<file path="src/rtl/mig_node_sequencer_pkg.sv">
// Shared types and constants for the MIG node sequencer.
package mig_seq_pkg;

  localparam int unsigned NUM_IN    = 4;
  localparam int unsigned MAX_NODES = 8;
  localparam int unsigned SEL_W     = 4;

  localparam logic [SEL_W-1:0] SEL_CONST0 = 4'd0;
  localparam logic [SEL_W-1:0] SEL_X0     = 4'd1;
  localparam logic [SEL_W-1:0] SEL_N0     = 4'd5;
  localparam logic [SEL_W-1:0] SEL_MAX    = 4'd12;

  typedef struct packed {
    logic             inv;
    logic [SEL_W-1:0] sel;
  } operand_t;

  // Field order matches cfg_node = {inv_c,sel_c,inv_b,sel_b,inv_a,sel_a}.
  typedef struct packed {
    operand_t c;
    operand_t b;
    operand_t a;
  } node_t;

  typedef enum logic [1:0] {
    IDLE,
    EVAL,
    DONE
  } state_e;

endpackage

</file>
<file path="src/rtl/mig_node_sequencer_maj3.sv">
// Shared three-input majority evaluator with per-operand complement.
module mig_maj3 (
  input  logic a,
  input  logic b,
  input  logic c,
  input  logic inv_a,
  input  logic inv_b,
  input  logic inv_c,
  output logic maj
);

  logic ea, eb, ec;

  always_comb begin
    ea  = a ^ inv_a;
    eb  = b ^ inv_b;
    ec  = c ^ inv_c;
    maj = (ea & eb) | (ea & ec) | (eb & ec);
  end

endmodule

</file>
<file path="src/rtl/mig_node_sequencer.sv">
// Time-multiplexed MIG netlist evaluator: one node per cycle, single vector or 16-vector sweep.
module mig_node_sequencer
  import mig_seq_pkg::*;
(
  input  logic        clk,
  input  logic        rst_n,
  input  logic        cfg_we,
  input  logic [2:0]  cfg_addr,
  input  logic [14:0] cfg_node,
  input  logic        cfg_ctl_we,
  input  logic [3:0]  cfg_len,
  input  logic        cfg_out_inv,
  input  logic        start_valid,
  output logic        start_ready,
  input  logic        start_sweep,
  input  logic [3:0]  start_x,
  output logic        res_valid,
  input  logic        res_ready,
  output logic [15:0] res_tt,
  output logic        res_err
);

  state_e                    state_q, state_d;
  node_t [MAX_NODES-1:0]     table_q, table_d;
  node_t [MAX_NODES-1:0]     run_tbl_q, run_tbl_d;
  logic [3:0]                len_q, len_d, run_len_q, run_len_d;
  logic                      out_inv_q, out_inv_d, run_inv_q, run_inv_d;
  logic                      sweep_q, sweep_d;
  logic [3:0]                x_q, x_d, pat_q, pat_d;
  logic [2:0]                k_q, k_d;
  logic [MAX_NODES-1:0]      nval_q, nval_d;
  logic [15:0]               tt_q, tt_d;
  logic                      err_q, err_d;

  node_t          cur;
  operand_t [2:0] ops;
  logic [2:0]     raw, inv;
  logic [3:0]     x_cur;
  logic           bad, node_val, last_node, y;

  // Illegal selects (forward/self node or out of range) read as 0 before inversion.
  always_comb begin
    cur   = run_tbl_q[k_q];
    ops   = {cur.c, cur.b, cur.a};
    x_cur = sweep_q ? pat_q : x_q;
    bad   = 1'b0;
    raw   = '0;
    inv   = '0;
    for (int unsigned i = 0; i < 3; i++) begin
      inv[i] = ops[i].inv;
      if (ops[i].sel > SEL_MAX || ops[i].sel >= SEL_N0 + {1'b0, k_q}) begin
        bad = 1'b1;
      end else if (ops[i].sel >= SEL_N0) begin
        raw[i] = nval_q[3'(ops[i].sel - SEL_N0)];
      end else if (ops[i].sel >= SEL_X0) begin
        raw[i] = x_cur[2'(ops[i].sel - SEL_X0)];
      end
    end
  end

  mig_maj3 u_maj (
    .a     (raw[0]),
    .b     (raw[1]),
    .c     (raw[2]),
    .inv_a (inv[0]),
    .inv_b (inv[1]),
    .inv_c (inv[2]),
    .maj   (node_val)
  );

  always_comb begin
    last_node = (k_q == 3'(run_len_q - 4'd1));
    y         = node_val ^ run_inv_q;
  end

  always_comb begin
    state_d   = state_q;
    table_d   = table_q;
    run_tbl_d = run_tbl_q;
    len_d     = len_q;
    run_len_d = run_len_q;
    out_inv_d = out_inv_q;
    run_inv_d = run_inv_q;
    sweep_d   = sweep_q;
    x_d       = x_q;
    pat_d     = pat_q;
    k_d       = k_q;
    nval_d    = nval_q;
    tt_d      = tt_q;
    err_d     = err_q;
    case (state_q)
      IDLE: begin
        if (cfg_we) table_d[cfg_addr] = node_t'(cfg_node);
        if (cfg_ctl_we && cfg_len != 4'd0 && cfg_len <= 4'(MAX_NODES)) begin
          len_d     = cfg_len;
          out_inv_d = cfg_out_inv;
        end
        // Snapshot from the pre-write registers so a same-cycle cfg write affects only later runs.
        if (start_valid) begin
          state_d   = EVAL;
          sweep_d   = start_sweep;
          x_d       = start_x;
          run_len_d = len_q;
          run_inv_d = out_inv_q;
          run_tbl_d = table_q;
          nval_d    = '0;
          pat_d     = '0;
          k_d       = '0;
          err_d     = 1'b0;
          tt_d      = '0;
        end
      end
      EVAL: begin
        nval_d[k_q] = node_val;
        if (bad) err_d = 1'b1;
        if (last_node) begin
          tt_d[pat_q] = y;
          k_d         = '0;
          if (!sweep_q || pat_q == 4'hF) state_d = DONE;
          else                           pat_d   = pat_q + 4'd1;
        end else begin
          k_d = k_q + 3'd1;
        end
      end
      DONE: begin
        if (res_ready) state_d = IDLE;
      end
      default: state_d = IDLE;
    endcase
  end

  always_ff @(posedge clk) begin
    if (!rst_n) begin
      state_q   <= IDLE;
      table_q   <= '0;
      run_tbl_q <= '0;
      len_q     <= 4'd1;
      run_len_q <= 4'd1;
      out_inv_q <= 1'b0;
      run_inv_q <= 1'b0;
      sweep_q   <= 1'b0;
      x_q       <= '0;
      pat_q     <= '0;
      k_q       <= '0;
      nval_q    <= '0;
      tt_q      <= '0;
      err_q     <= 1'b0;
    end else begin
      state_q   <= state_d;
      table_q   <= table_d;
      run_tbl_q <= run_tbl_d;
      len_q     <= len_d;
      run_len_q <= run_len_d;
      out_inv_q <= out_inv_d;
      run_inv_q <= run_inv_d;
      sweep_q   <= sweep_d;
      x_q       <= x_d;
      pat_q     <= pat_d;
      k_q       <= k_d;
      nval_q    <= nval_d;
      tt_q      <= tt_d;
      err_q     <= err_d;
    end
  end

  always_comb begin
    start_ready = (state_q == IDLE);
    res_valid   = (state_q == DONE);
    res_tt      = tt_q;
    res_err     = err_q;
  end

endmodule
</file>
<file path="config.mk">
export PLATFORM = sky130hd
export DESIGN_NAME = mig_node_sequencer
export DESIGN_NICKNAME = d
export VERILOG_FILES = /design/src/rtl/mig_node_sequencer_pkg.sv /design/src/rtl/mig_node_sequencer_maj3.sv /design/src/rtl/mig_node_sequencer.sv
export SDC_FILE = /design/constraint.sdc
export NUM_CORES = 1
export LEC_CHECK = 0
export CORE_MARGIN = 2
export CORE_UTILIZATION = 55
export DETAILED_ROUTE_END_ITERATION = 8
export PLACE_DENSITY_LB_ADDON = 0.15
export SLEW_MARGIN = 20
export SYNTH_ARGS = -nofsm -noshare
export SYNTH_HDL_FRONTEND = slang
export SYNTH_SLANG_ARGS = --single-unit
</file>
<file path="constraint.sdc">
create_clock -name clk -period 4.9 [get_ports clk]
set_clock_uncertainty 0.2 [all_clocks]
set_input_delay 0.735 -clock clk [delete_from_list [all_inputs] [get_ports clk]]
set_output_delay 0.735 -clock clk [all_outputs]
set_load 0.03 [all_outputs]
</file>
==> flow_summary.toml <==
[status]
status = "completed"

[placed_design]
io_buffers = 52
dp_cells = 1797
gp_congestion = 0.919
dpl.hpwl_um = 20900
dp_slack_ns = 0.156
post_dp_cell_area_um2 = 13900

[sta]
hold_violations = 0
fin_ws_ns = 0.342
setup_viol = 0
rsz0062_at_grt = "no"
fin_crit_ns = 4.56
slew_viol_final = 0
relSlewSlack = 0.345
setup_tns_ns = 0
clock.fmax_mhz = 219
fin_crit_sh = 0.930
worstMarginPinSlew_ns = 0.983

[worst_setup_path]
startpoint_type = "flop"
crit_cells = 13
critPathLaunch = "k_q[2]$_SDFFE_PN0P_"
cp_max_fo = 16
slowest_delay_ns = 0.55
reg2reg_setup_slack_ns = 0.34
rr_endpoint = "res_tt[15]$_SDFFE_PN0P_"
cp-endpoint = "res_tt[15]$_SDFFE_PN0P_"
crit_family = "compound AO/OA/AOI/OAI gates"
critPathKind = "flop to flop"
path_cells = "mux2_2, a221oi_1, a31oi_1, a221oi_2, ha_1, inv_1, mux4_2, o21ai_0, nand2_1, a311oi_1, maj3_2, xor2_4, o31ai_1"
timing.critical_path.slowest_stage_cell = "dfxtp_2"
r2r_cells = 13
worstPathRequired_ns = 5.10
reg2reg_from = "k_q[2]$_SDFFE_PN0P_"
end_kind = "flop"
crit_buf_inv = 1
crit_arrival_ns = 4.76

[layout]
drive_above_1_share = 0.0861
final_area_um2 = 14900
fin_nets = 1571
diodes = 0
seq_area_um2 = 5750
final_cells = 1852
fillCellCount = 2062
final_cell_mix = "nand2_1, dfxtp_1, a21boi_0"
syn2layout_area_growth_pct = 12.8
multi_input_area_um2 = 6940
final_common_cell = "nand2_1"

[power]
cellPowerDensity_nw_per_um2 = 368
leakage_nw = 5.28
p_total_mw = 5.50
ir_worst_vdd_v = 0.000317

[min_path]
min_path_type = "flop to flop"

[global_routing]
grt_max_degree = 155
grt_pass1_wl_um = 52900
antenna_found_initial = 0
grt.overflow.total = 0
grt_usage = 0.257
grt_pass1_vias = 9674

[floorplan]
pin_count = 53
die_y_um = 159
dieArea_um2 = 25300
initial_utilization = 0.562
die_w_um = 159
core_um2 = 23500
fp-row-count = 56

[yosys]
synth.ff_latch_count = 287
avgSynthCellArea_um2 = 8.66
synth.largest_area_cell = "dfxtp_1"
syn_area_um2 = 13200
ys.flop_type = "dfxtp_1"
synthArstFlopShare = 0
synth_top_area_frac = 0.434
synth.yosys.seq_area_share = 0.434
synth-edff-count = 0
syn-num-nets = 1589
synth_area_leaders = "dfxtp_1, nand2_1, a21boi_0"
synth.distinct_cells = 57
syn_inst = 1528
ys_warn_count = 0

[route]
drtIter0Drc = 918
routed_wl_um = 33200
drc = 0
ant_nets = 0
drt-wirelength-per-cell_um = 17.9
vias_per_cell = 5.52
drt-pass1-iter-count = 5
via_count = 10200

[job]
maxCapViolations = 0

[clocking]
cts_tree = "built"
cts_sinks = 287
htreeDepth = 1
cts_root_buffer = "clkbuf_16"
cts-buffers-inserted = 30
clk_pin_slew_ns = 0.06
clock_path_buffers = 3
cts_hold_buf = 0
insertion_delay_ns = 0.57
cts_resized = 0
postCtsSetupBuffers = 0
==> stage by stage <==
stage | util | hold slack (ns)
2_1_floorplan | - | 0.238
3_3_place_gp | 0.591 | 0.248
3_5_place_dp | 0.591 | 0.256
4_1_cts | 0.634 | 0.261
5_1_grt | 0.634 | 0.277
6_report | 0.634 | 0.261
==> power breakdown <==
group | internal (mW) | switching [mW]
clock network | 1.35 | 0.949
logic | 0.253 | 0.511
registers | 2.39 | 0.0501
==> synth_stat cells (3+ instances only) <==
cell type,count
a311oi_1,3
o21a_1,6
clkbuf_1,113
o21ai_0,9
mux4_2,22
o211ai_1,19
xor2_1,3
o31ai_2,10
inv_1,21
dfxtp_1,287
nor2b_1,49
a221o_1,5
a22oi_1,3
nand3_1,29
a21o_1,5
a21oi_1,14
a221oi_1,8
a21boi_0,234
xnor2_1,11
nor3b_1,3
mux2_2,8
nor2_1,26
mux2i_1,55
nand2_1,469
o31ai_1,7
and2_1,15
and3_1,10
o22ai_1,5
buf_1,6
buf_2,3
nand2b_1,6
ha_1,27
nor3_1,4
==> flip-flops by register name (all words and copies together), names as in the netlist, 3 cells and up <==
signal,flops
pat_q,4
run_len_q,3
res_tt,16
len_q,3
k_q,3
x_q,4
nval_q,8
run_tbl_q,120
table_q,120
==> per-layer routing <==
layer / vias to the layer above / track usage / wire (µm) / part of all wire
met5: - / 0 / 0 / 0
met4: 0 / 0.0748 / 816 / 0.025
met3: 50 / 0.0349 / 1570 / 0.047
met2: 210 / 0.419 / 15300 / 0.46
met1: 4855 / 0.357 / 15500 / 0.47
li1: 5112 / - / - / -
==> worst min path at each step <==
stage                              start                     endpoint  slack [ns]  cells after the start
2_1_floorplan  run_tbl_q[0]$_SDFFE_PN0P_    run_tbl_q[0]$_SDFFE_PN0P_        0.24                      2
3_3_place_gp    table_q[59]$_SDFFE_PN0P_   run_tbl_q[59]$_SDFFE_PN0P_        0.25                      2
3_5_place_dp     table_q[6]$_SDFFE_PN0P_    run_tbl_q[6]$_SDFFE_PN0P_        0.26                      2
4_1_cts        table_q[113]$_SDFFE_PN0P_  run_tbl_q[113]$_SDFFE_PN0P_        0.26                      2
5_1_grt         table_q[17]$_SDFFE_PN0P_   run_tbl_q[17]$_SDFFE_PN0P_        0.28                      2
6_report        table_q[50]$_SDFFE_PN0P_   run_tbl_q[50]$_SDFFE_PN0P_        0.26                      2
==> kinds of logic after synthesis <==
kind of cell    share of synthesized area
buf+inv                            0.0434
fa+ha+maj                          0.0264
compound gates                      0.195
xor+xnor                           0.0117
simple gates                        0.199
flops                               0.434
mux                                0.0903
==> tightest hold or removal path, stage by stage, from the launching register on <==
cell and delay [ns]:
dfxtp_1 0.31, nand2_1 0.05, a21boi_0 0.06
==> cell type report <==
type	count	area share
Timing Repair Buffer	75	0.0499
Clock buffer	42	0.0587
Inverter	22	0.00553
Tap cell	319	0.0267
Multi-Input combinational cell	1094	0.465
Sequential cell	287	0.385
Clock inverter	13	0.00897
(Power assumes the default switching activity.)
